$ cat src/rtl/position_pwm_driver.sv
// Position PWM driver: turns a signed position command into a fixed-frequency
// PWM pulse plus a direction line for the motor H-bridge. The duty is clamped
// to MAX_DUTY and is only reloaded at period boundaries. The first period after
// a direction reversal is blanked for DEAD_CYCLES clocks.
//
//  state | meaning
//  ------+-----------------------------------------------------------
//  IDLE  | driver disabled, counter parked at 0, output forced low
//  RUN   | normal period, pulse while cnt < duty
//  BLANK | first period after a reversal, pulse while DEAD <= cnt < duty
module position_pwm_driver #(
    parameter int PERIOD_CNT  = 1000,
    parameter int MAX_DUTY    = 900,
    parameter int DEAD_CYCLES = 16
) (
    input  logic        clk,
    input  logic        rst,
    input  logic        en,
    input  logic [15:0] Position_pwm,
    output logic        pwm_out,
    output logic        dir,
    output logic [15:0] duty_q,
    output logic        sat,
    output logic        period_start
);

    typedef enum logic [1:0] {
        IDLE  = 2'd0,
        RUN   = 2'd1,
        BLANK = 2'd2
    } state_t;

    localparam logic [15:0] LAST_CNT = 16'(PERIOD_CNT - 1);
    localparam logic [16:0] MAX_MAG  = 17'(MAX_DUTY);
    localparam logic [15:0] DEAD_CNT = 16'(DEAD_CYCLES);

    state_t      state_q, state_d;
    logic [15:0] cnt_q, cnt_d;
    logic [15:0] duty_d;
    logic        sat_q, sat_d;
    logic        dir_q, dir_d;
    logic        pwm_q, pwm_d;
    logic        ps_q, ps_d;

    logic [16:0] cmd_ext;
    logic [16:0] mag;
    logic        cmd_pos;
    logic        cmd_neg;

    // Magnitude in 17 bits so that -32768 maps to +32768 rather than wrapping.
    always_comb begin
        cmd_ext = {Position_pwm[15], Position_pwm};
        mag     = Position_pwm[15] ? (~cmd_ext + 17'd1) : cmd_ext;
        cmd_neg = Position_pwm[15];
        cmd_pos = !Position_pwm[15] && (Position_pwm != 16'd0);
    end

    // Next-state, counter, period-boundary sampling and pulse generation.
    // Outputs are derived from the next counter value so that pwm_out, dir and
    // period_start all line up with the registered counter.
    always_comb begin
        state_d = state_q;
        cnt_d   = cnt_q;
        duty_d  = duty_q;
        sat_d   = sat_q;
        dir_d   = dir_q;
        pwm_d   = 1'b0;
        ps_d    = 1'b0;

        if (!en) begin
            state_d = IDLE;
            cnt_d   = 16'd0;
            duty_d  = 16'd0;
            sat_d   = 1'b0;
        end else if (state_q == IDLE) begin
            state_d = RUN;
            cnt_d   = 16'd0;
            duty_d  = 16'd0;
            sat_d   = 1'b0;
        end else if (cnt_q == LAST_CNT) begin
            cnt_d  = 16'd0;
            sat_d  = (mag > MAX_MAG);
            duty_d = (mag > MAX_MAG) ? MAX_MAG[15:0] : mag[15:0];
            if (cmd_pos) begin
                dir_d = 1'b1;
            end else if (cmd_neg) begin
                dir_d = 1'b0;
            end
            state_d = (dir_d != dir_q) ? BLANK : RUN;
        end else begin
            cnt_d = cnt_q + 16'd1;
        end

        if (state_d != IDLE) begin
            ps_d = (cnt_d == 16'd0);
            if (state_d == BLANK) begin
                pwm_d = (cnt_d >= DEAD_CNT) && (cnt_d < duty_d);
            end else begin
                pwm_d = (cnt_d < duty_d);
            end
        end
    end

    // State and output registers; reset drops everything at once.
    always_ff @(posedge clk or posedge rst) begin
        if (rst) begin
            state_q <= IDLE;
            cnt_q   <= 16'd0;
            duty_q  <= 16'd0;
            sat_q   <= 1'b0;
            dir_q   <= 1'b1;
            pwm_q   <= 1'b0;
            ps_q    <= 1'b0;
        end else begin
            state_q <= state_d;
            cnt_q   <= cnt_d;
            duty_q  <= duty_d;
            sat_q   <= sat_d;
            dir_q   <= dir_d;
            pwm_q   <= pwm_d;
            ps_q    <= ps_d;
        end
    end

    assign pwm_out      = pwm_q;
    assign dir          = dir_q;
    assign sat          = sat_q;
    assign period_start = ps_q;

endmodule

$ cat config.mk
export PLATFORM = sky130hd
export DESIGN_NAME = position_pwm_driver
export DESIGN_NICKNAME = d
export VERILOG_FILES = /design/src/rtl/position_pwm_driver.sv
export SDC_FILE = /design/constraint.sdc
export NUM_CORES = 1
export LEC_CHECK = 0
export ABC_AREA = 1
export BUFFER_PORTS_ARGS = -buffer_cell sky130_fd_sc_hd__buf_2
export CORE_ASPECT_RATIO = 1.75
export CORE_MARGIN = 4
export CORE_UTILIZATION = 45
export DETAILED_ROUTE_END_ITERATION = 7
export PLACE_DENSITY = 0.68
export RECOVER_POWER = 100
export SKIP_LAST_GASP = 1
export SYNTH_ARGS = -nofsm -noshare
export SYNTH_HDL_FRONTEND = slang
export SYNTH_SLANG_ARGS = --single-unit
$ cat constraint.sdc
create_clock -name clk -period 4.1 [get_ports clk]
set_input_delay 0.205 -clock clk [delete_from_list [all_inputs] [get_ports clk]]
set_output_delay 0.205 -clock clk [all_outputs]
set_load 0.02 [all_outputs]
==> results of run 1 <==
-- critical path, delay by kind of cell, from the launching register on --
kind	cells	cell delay [ps]
compound gates	7	1050
flops	1	410
fa+ha+maj	2	500
buf+inv	1	180
simple gates	7	1050
-- flip-flops by register name, summed over array words and instances, names as in the netlist --
name and cells:
state_q 2, duty_q 16, pwm_out 1, cnt_q 16, period_start 1, sat 1
dir 1
-- kinds of logic after synthesis --
logic type	Yosys count	synth area share, %
xor+xnor	5	1.57
simple gates	195	34.7
buf+inv	85	13.2
compound gates	42	8.82
flops	38	34.1
fa+ha+maj	17	7.61
-- cell type report --
| cell class | instances | area share, % |
|---|---|---|
| Clock buffer | 5 | 2.25 |
| Clock inverter | 3 | 1.31 |
| Inverter | 80 | 10.1 |
| Multi-Input combinational cell | 259 | 46.5 |
| Sequential cell | 38 | 31.1 |
| Tap cell | 78 | 3.19 |
| Timing Repair Buffer | 39 | 5.52 |
-- final timing paths --
path	start	endpoint	slack, ps	depth (start not counted)
max	cnt_q[0]	pwm_out	830	17
min	en	state_q[0]	180	3
max reg2reg	cnt_q[0]	pwm_out	830	17
min reg2reg	duty_q[12]	duty_q[12]	500	2
max in group asynchronous	rst	sat	2280	3
min in group asynchronous	rst	duty_q[0]	640	3
-- per-layer routing --
metal / global-route usage [%] / vias to the layer above / wire length, um
li1: - / 1287 / -
met1: 19.1 / 1150 / 2380
met2: 35.5 / 52 / 3590
met4: 10.7 / 0 / 283
met5: 0 / - / 0
met3: 2.80 / 21 / 210
-- layout by cell type (no fill, tap or decap), types with 2 or more instances in the layout --
cell type  instances
nor2_1            41
inv_2              8
inv_1             69
o211ai_1           2
nand3_4            2
nor2_4             3
a21oi_1           10
ha_1              17
nand3b_1           2
xor2_1             4
nor3_2             2
clkbuf_1          21
a31oi_1            9
nand2_2            5
nor3_1             8
buf_2             18
clkinv_2           2
nor2_2             5
nand3_1           27
nand4_1            4
nand2_1           88
clkbuf_8           5
dfrtp_1           37
nor4_1             3
o21ai_0           12
o21ai_1            4
-- through the flow --
| step | power [uW] | instance area (um^2) | hold slack, ps |
|---|---|---|---|
| CTS | 791 | 3140 | 34.1 |
| finish | 779 | 3060 | 182 |
| detailed placement | 476 | 3030 | 352 |
| floorplan | 452 | 2800 | 328 |
| global placement | 474 | 3030 | 348 |
| global route | 814 | 3060 | 194 |
-- power groups by stage --
stage          Sequential (uW)  Clock [uW]  Combinational (uW)
6_report                   378         315                86.1
4_1_cts                    378         323                90.0
2_1_floorplan              387           0                65.1
3_3_place_gp               386           0                88.2
5_1_grt                    379         335                 101
3_5_place_dp               386           0                89.9
==> run_results.csv, run 1 <==
group,metric,value,unit
timing,drv_slew,39,
finish,fill_cells,612,
yosys,synthFlopType,"dfrtp_1",
setup_path,critical_path.slowest_cell,"dfrtp_1",
yosys,syn_nets,418,
finish,final_nets,459,
timing,fin_ws,828,ps
yosys,yosysWarnings,0,
yosys,netlist_area,2800,um^2
global_route,grt_first_pass_wirelength,11.2,mm
yosys,syn_area_per_cell,7.32,um^2
yosys,synthCells,382,
clocking,cts-root-buf,"clkbuf_8",
finish,final-seq-area,952,um^2
place,gp_congestion,0.842,
yosys,synth_area_leaders,"dfrtp_1 (33%), nand2_1 (12%), inv_1 (9.1%), ha_1 (7.6%), nor2_1 (4.8%)",
floorplan,ios,39,
clocking,hold_buffers,0,
pwr,powerDensity,255,nW/um^2
detailed_routing,vias_per_cell,5.00,
min_path,holdCritPathClass,"input port to flip-flop",
global_route,antenna_found_initial,0,
timing,setup_viol,0,
detailed_routing,ant_nets,0,
timing,skew,1.49,ps
outcome,violations,"max-capacitance violations, max-slew violations",
yosys,synth_top_area_share,33.1,%
global_route,grt_usage,19.1,%
pwr,seq_power_share,48.5,%
detailed_routing,drt-total-wl,6.46,mm
setup_path,end_kind,"flip-flop",
setup_path,crit_path_start_kind,"flip-flop",
clocking,cts_max_level,2,
timing,period_share,79.8,%
timing,relSlewSlack,-36.6,%
floorplan,die_width,67.6,um
timing,final-hold-violation-count,0,
yosys,async_flop_share,100,%
timing,tns,0,ps
detailed_routing,vias,2510,
global_route,grt-ovfl-total,0,
yosys,yosysMostFrequentCell,"nand2_1",
detailed_routing,firstDrtPassIters,4,
pwr,comb_power_share,11.0,%
setup_path,crit_fanout,16,
clocking,cts_post_setup_buffers_inserted,0,
finish,stdcell_count,502,
pwr,irDropWorstVdd,0.135,mV
yosys,synth_cell_types,42,
global_route,grt_max_degree,39,
pwr,intPower,584,uW
pwr,swShare,25.1,%
detailed_routing,drc,0,
place,preCtsSetupSlack,949,ps
floorplan,fp-row-count,37,
floorplan,initial_core_util,46.8,%
yosys,synth_commonest_cells,"nand2_1 (87), inv_1 (68), dfrtp_1 (37)",
finish,diodes,0,
pwr,p_switching,196,uW
finish,areaGrowthSynthToFinish,9.49,%
timing,max_freq,306,MHz
place,dp_cells,494,
finish,drive_gt1_share,14.2,%
floorplan,die_h,112,um
outcome,status,"finished, violations left",
clocking,clock_sink_count,38,
floorplan,coreArea,5970,um^2
clocking,clk_pin_slew_worst_paths,70,ps
setup_path,cp_slowest_stage_delay,410,ps
clocking,cts_resized,0,
floorplan,die-area,7590,um^2
clocking,worstSkewPairLatency,290,ps
pwr,p_clk_share,40.4,%
clocking,cts_tree,"yes",
timing,tightestPinTransition,2050,ps
place,dp_hpwl,5.28,mm
setup_path,path_cells,"ha_1 > nand2_1 > clkinvlp_2 > nand3_4 > nor2_1 > and3_1 > nor2_8 > o21ai_0 > a21oi_1 > ha_1 > nand2_1 > o21ai_0 > nand3_1 > a21oi_1 > a2111oi_0 > o21ai_0 > a21oi_1",
job,drv_cap,1,
yosys,seq_area_frac_synth,34.1,%
setup_path,path_class,"flip-flop to flip-flop",
clocking,cts_buffer_depth,2,
setup_path,crit_required,4320,ps
detailed_routing,wl_per_cell,12.9,um
finish,final_util,51.2,%
yosys,synth_top_cell_by_area,"dfrtp_1",
setup_path,worstPathArrival,3490,ps
timing,rsz0062_at_grt,"false",
clocking,numCtsBuffers,5,
detailed_routing,drt-initial-drc-count,129,
timing,fin_crit,3270,ps
place,port_buffers,38,
finish,multi_input_area,1420,um^2
yosys,synth-edff-count,0,
global_route,grt_pass1_vias,2546,
yosys,ys_ff_latch,38,
pwr,p_leak,0.00170,uW
No activity file was read; power rests on OpenSTA's default activity.
==> inputs of run 2 (changes only) <==
- clock period: 4.1 -> 3.35 ns (I/O delays scaled with it)
==> run_results.csv, run 2 (synthesized netlist as in run 1, its figures left out) <==
group,metric,value,unit
outcome,status,"finished, final reports clean",
setup_path,worstPathArrival,3300,ps
clocking,numCtsBuffers,5,
timing,setup_viol,0,
pwr,p_leak,0.00172,uW
timing,tightestPinTransition,917,ps
setup_path,cpMostUsedCell,"a21oi_1",
setup_path,critical_path.slowest_cell,"dfrtp_1",
global_route,grt-ovfl-total,0,
min_path,holdCritPathClass,"input port to async pin",
timing,drv_slew,0,
pwr,total_power,962,uW
place,gp_congestion,0.817,
setup_path,crit_required,3580,ps
place,port_buffers,38,
floorplan,die_h,112,um
detailed_routing,drt-initial-drc-count,99,
finish,fill_cells,625,
floorplan,initial_core_util,46.8,%
finish,drive_gt1_share,16.6,%
detailed_routing,vias_per_cell,5.04,
finish,final_cell_mix,"nand2_1 (88), inv_1 (68), nor2_1 (39)",
job,drv_cap,0,
setup_path,cp_num_buf_inv,1,
floorplan,ios,39,
timing,tns,0,ps
setup_path,end_kind,"flip-flop",
detailed_routing,firstDrtPassIters,4,
finish,final_nets,464,
detailed_routing,wl_per_cell,12.7,um
timing,max_freq,325,MHz
finish,layout_commonest_cell,"nand2_1",
timing,period_share,91.7,%
setup_path,rrSetupSlack,280,ps
finish,largestRegisters,"cnt_q x16, duty_q x16, state_q x2",
setup_path,crit_fanout,11,
clocking,cts_tree,"yes",
timing,fin_crit,3070,ps
global_route,antenna_found_initial,0,
floorplan,die-area,7590,um^2
global_route,grt_pass1_vias,2540,
setup_path,cp_slowest_stage_delay,400,ps
setup_path,cp_top_family,"compound AO/OA/AOI/OAI gates",
clocking,cts_max_level,2,
clocking,clock_sink_count,38,
floorplan,coreArea,5970,um^2
clocking,hold_buffers,0,
detailed_routing,ant_nets,0,
clocking,cts-root-buf,"clkbuf_8",
setup_path,path_class,"flip-flop to flip-flop",
pwr,powerDensity,307,nW/um^2
detailed_routing,drc,0,
global_route,grt_usage,19.1,%
clocking,worstSkewPairLatency,300,ps
clocking,cts_buffer_depth,2,
floorplan,die_width,67.6,um
timing,relSlewSlack,38.8,%
global_route,grt_first_pass_wirelength,11.1,mm
detailed_routing,drt-total-wl,6.46,mm
finish,areaGrowthSynthToFinish,12.0,%
place,dp_hpwl,5.29,mm
pwr,irDropWorstVdd,0.310,mV
finish,diodes,0,
timing,skew,5.23,ps
timing,final-hold-violation-count,0,
setup_path,path_cells,"ha_1 > nand2_2 > clkinv_2 > nand3_4 > nor2_1 > and3_2 > nor2_8 > o21ai_0 > a21oi_1 > ha_1 > nand2_1 > o21ai_0 > nand3_1 > a21oi_1 > a2111oi_0 > o21ai_1 > a21oi_1",
clocking,clk_pin_slew_worst_paths,80,ps
floorplan,fp-row-count,37,
detailed_routing,vias,2557,
setup_path,crit_path_start_kind,"flip-flop",
global_route,grt_max_degree,25,
timing,rsz0062_at_grt,"false",
==> run 2: final timing paths <==
path / start / endpoint / cells after the start
max: cnt_q[0] / pwm_out / 17
min: rst / cnt_q[9] / 2
max reg2reg: cnt_q[0] / pwm_out / 17
min reg2reg: cnt_q[0] / cnt_q[0] / 1
max in group asynchronous: rst / cnt_q[5] / 3
min in group clk: en / state_q[0] / 3
==> run 2: timing repair <==
action                                 4_1_cts  5_1_grt
setup endpoints to repair                    0        1
setup buffers                                0        3
endpoints found under the hold margin        0        0
gates resized for setup                      0        1
==> run 2: where the power goes <==
group          switching [uW]  internal, uW  total (uW)
clock                     169           219         388
sequential               1.53           462         463
combinational            73.8          36.3         110
==> run 2: cell type report <==
type,count,area [um^2],area share [%]
clock inverter,3,40.0,1.28
multi-input combinational,260,1470,46.9
timing repair buffer,43,195,6.24
clock buffer,5,68.8,2.20
tap,78,97.6,3.12
sequential,38,952,30.4
inverter,80,309,9.88
==> run 2: metrics by stage <==
step	instance area, um^2	util (%)	setup WS, ps	instances	hold slack (ps)
finish	3130	52.4	277	507	59.0
CTS	3150	52.7	253	503	85.6
floorplan	2800	-	687	382	291
detailed placement	3040	50.8	247	495	413
global placement	3040	50.8	273	495	409
global route	3130	52.4	33.4	507	133
==> run 2: routing by layer <==
layer,vias to the layer above,share of wire [%],GRT usage [%],wire [um]
met5,-,0,0,0
met2,62,56,35.4,3630
met3,22,3.5,3.10,229
li1,1309,-,-,-
met4,0,5.0,11.0,320
met1,1164,35,18.9,2290
==> inputs of run 3 (changes only) <==
- CTS_BUF_LIST: default -> sky130_fd_sc_hd__clkbuf_4
==> run_results.csv, run 3 (synthesized netlist as in run 1, its figures left out) <==
group,metric,value,unit
outcome,status,"finished, violations left",
outcome,violations,"negative hold slack",
global_route,grt_usage,19.1,%
timing,fin_ws,259,ps
detailed_routing,drt-total-wl,6.46,mm
pwr,p_leak,0.00172,uW
timing,max_freq,324,MHz
setup_path,cp_top_family,"compound AO/OA/AOI/OAI gates",
setup_path,crit_path_start_kind,"flip-flop",
timing,final-hold-violation-count,16,
setup_path,cp_slowest_stage_delay,410,ps
finish,drive_gt1_share,16.6,%
timing,skew,7.93,ps
min_path,holdCritPathClass,"input port to async pin",
clocking,numCtsBuffers,5,
timing,setup_viol,0,
place,port_buffers,38,
timing,holdWs,-6.91,ps
detailed_routing,vias_per_cell,5.01,
global_route,grt_pass1_vias,2534,
pwr,swShare,26.5,%
pwr,intPower,653,uW
pwr,irDropWorstVdd,0.272,mV
setup_path,reg2reg_from,"cnt_q[0]",
clocking,worstSkewPairLatency,350,ps
setup_path,path_class,"flip-flop to flip-flop",
clocking,cts_tree,"yes",
pwr,seq_power_share,52.2,%
place,gp_congestion,0.817,
setup_path,worstPathArrival,3380,ps
detailed_routing,wl_per_cell,12.7,um
finish,areaGrowthSynthToFinish,11.0,%
finish,largestRegisters,"cnt_q x16, duty_q x16, state_q x2",
pwr,powerDensity,286,nW/um^2
clocking,clk_pin_slew_worst_paths,120,ps
floorplan,coreArea,5970,um^2
pwr,p_switching,235,uW
detailed_routing,drc,0,
finish,final_cell_mix,"nand2_1 (88), inv_1 (68), nor2_1 (39)",
global_route,grt_first_pass_wirelength,11.1,mm
finish,layout_commonest_cell,"nand2_1",
place,dp_hpwl,5.29,mm
job,drv_cap,0,
setup_path,rrSetupSlack,260,ps
pwr,comb_power_share,12.5,%
setup_path,path_cells,"ha_1 > nand2_2 > clkinv_2 > nand3_4 > nor2_1 > and3_2 > nor2_8 > o21ai_0 > a21oi_1 > ha_1 > nand2_1 > o21ai_0 > nand3_1 > a21oi_1 > a2111oi_0 > o21ai_1 > a21oi_1",
timing,fin_crit,3090,ps
timing,relSlewSlack,38.7,%
floorplan,die_h,112,um
timing,tightestPinTransition,918,ps
timing,drv_slew,0,
global_route,antenna_found_initial,1,
setup_path,crit_required,3640,ps
floorplan,die-area,7590,um^2
setup_path,end_kind,"flip-flop",
timing,period_share,92.3,%
setup_path,crit_fanout,11,
finish,final-seq-area,952,um^2
clocking,cts_buffer_depth,2,
clocking,cts_max_level,2,
finish,multi_input_area,1470,um^2
timing,tns,0,ps
setup_path,cpMostUsedCell,"a21oi_1",
pwr,p_clk_share,35.3,%
detailed_routing,drt-initial-drc-count,97,
floorplan,fp-row-count,37,
finish,final_nets,464,
detailed_routing,ant_nets,0,
floorplan,die_width,67.6,um
global_route,grt_max_degree,25,
setup_path,r2r_cells,17,
setup_path,cp_num_buf_inv,1,
clocking,clock_sink_count,38,
setup_path,r2r-end,"pwm_out",
setup_path,critical_path.slowest_cell,"dfrtp_1",
floorplan,ios,39,
floorplan,initial_core_util,46.8,%
detailed_routing,vias,2545,
timing,rsz0062_at_grt,"false",
global_route,grt-ovfl-total,0,
clocking,cts-root-buf,"clkbuf_4",
finish,fill_cells,631,
place,preCtsSetupSlack,247,ps
detailed_routing,firstDrtPassIters,4,
finish,final_util,51.9,%
run 3: cell types whose count changed in the layout (fill, tap and decap cells not counted), sizes merged:
| cell | delta |
|---|---|
| buf | +1 |
| clkbuf | -1 |
| diode | +1 |
run 3: repair_timing:
action                     CTS  global route
hold buffers                 0             0
buffers inserted             0             3
setup endpoints to repair    0             1
gates resized for setup      0             1
run 3: area by class of cell:
cell class | instances | area share [%]
clock buffers | 5 | 1.21
flip-flops and latches | 38 | 30.7
diodes | 1 | 0.0807
repair buffers | 43 | 6.33
well taps | 78 | 3.15
inverters | 80 | 9.96
multi-input cells | 260 | 47.3
clock inverters | 3 | 1.29
run 3: how the worst max path moves through the flow:
stage / from / cells after the start / slack (ps) / to
after floorplan: cnt_q[0] / 18 / 690 / pwm_out
after global placement: Position_pwm[0] / 23 / 270 / pwm_out
after detailed placement: Position_pwm[0] / 23 / 250 / pwm_out
after CTS: cnt_q[0] / 17 / 250 / pwm_out
after global routing: cnt_q[0] / 17 / 20 / pwm_out
final: cnt_q[0] / 17 / 260 / pwm_out
run 3: metrics by stage:
step | instances | total power [uW] | area (um^2) | hold slack [ps]
floorplan | 382 | 553 | 2800 | 291
global placement | 495 | 580 | 3040 | 409
detailed placement | 495 | 583 | 3040 | 413
CTS | 503 | 896 | 3110 | 7.81
global route | 508 | 937 | 3100 | 43.5
finish | 508 | 887 | 3100 | -6.91
run 3: routing by layer:
layer / global-route usage, % / routed length [um] / vias up
met5: 0 / 0 / -
met1: 18.6 / 2360 / 1165
li1: - / - / 1308
met2: 35.3 / 3600 / 49
met3: 3.40 / 177 / 23
met4: 11.0 / 325 / 0
run 3: power by group through the flow:
stage	Clock, uW	Sequential (uW)	Combinational, uW
3_3_place_gp	0	472	108
3_5_place_dp	0	472	111
2_1_floorplan	0	474	79.7
4_1_cts	322	463	111
5_1_grt	345	464	128
6_report	314	463	111
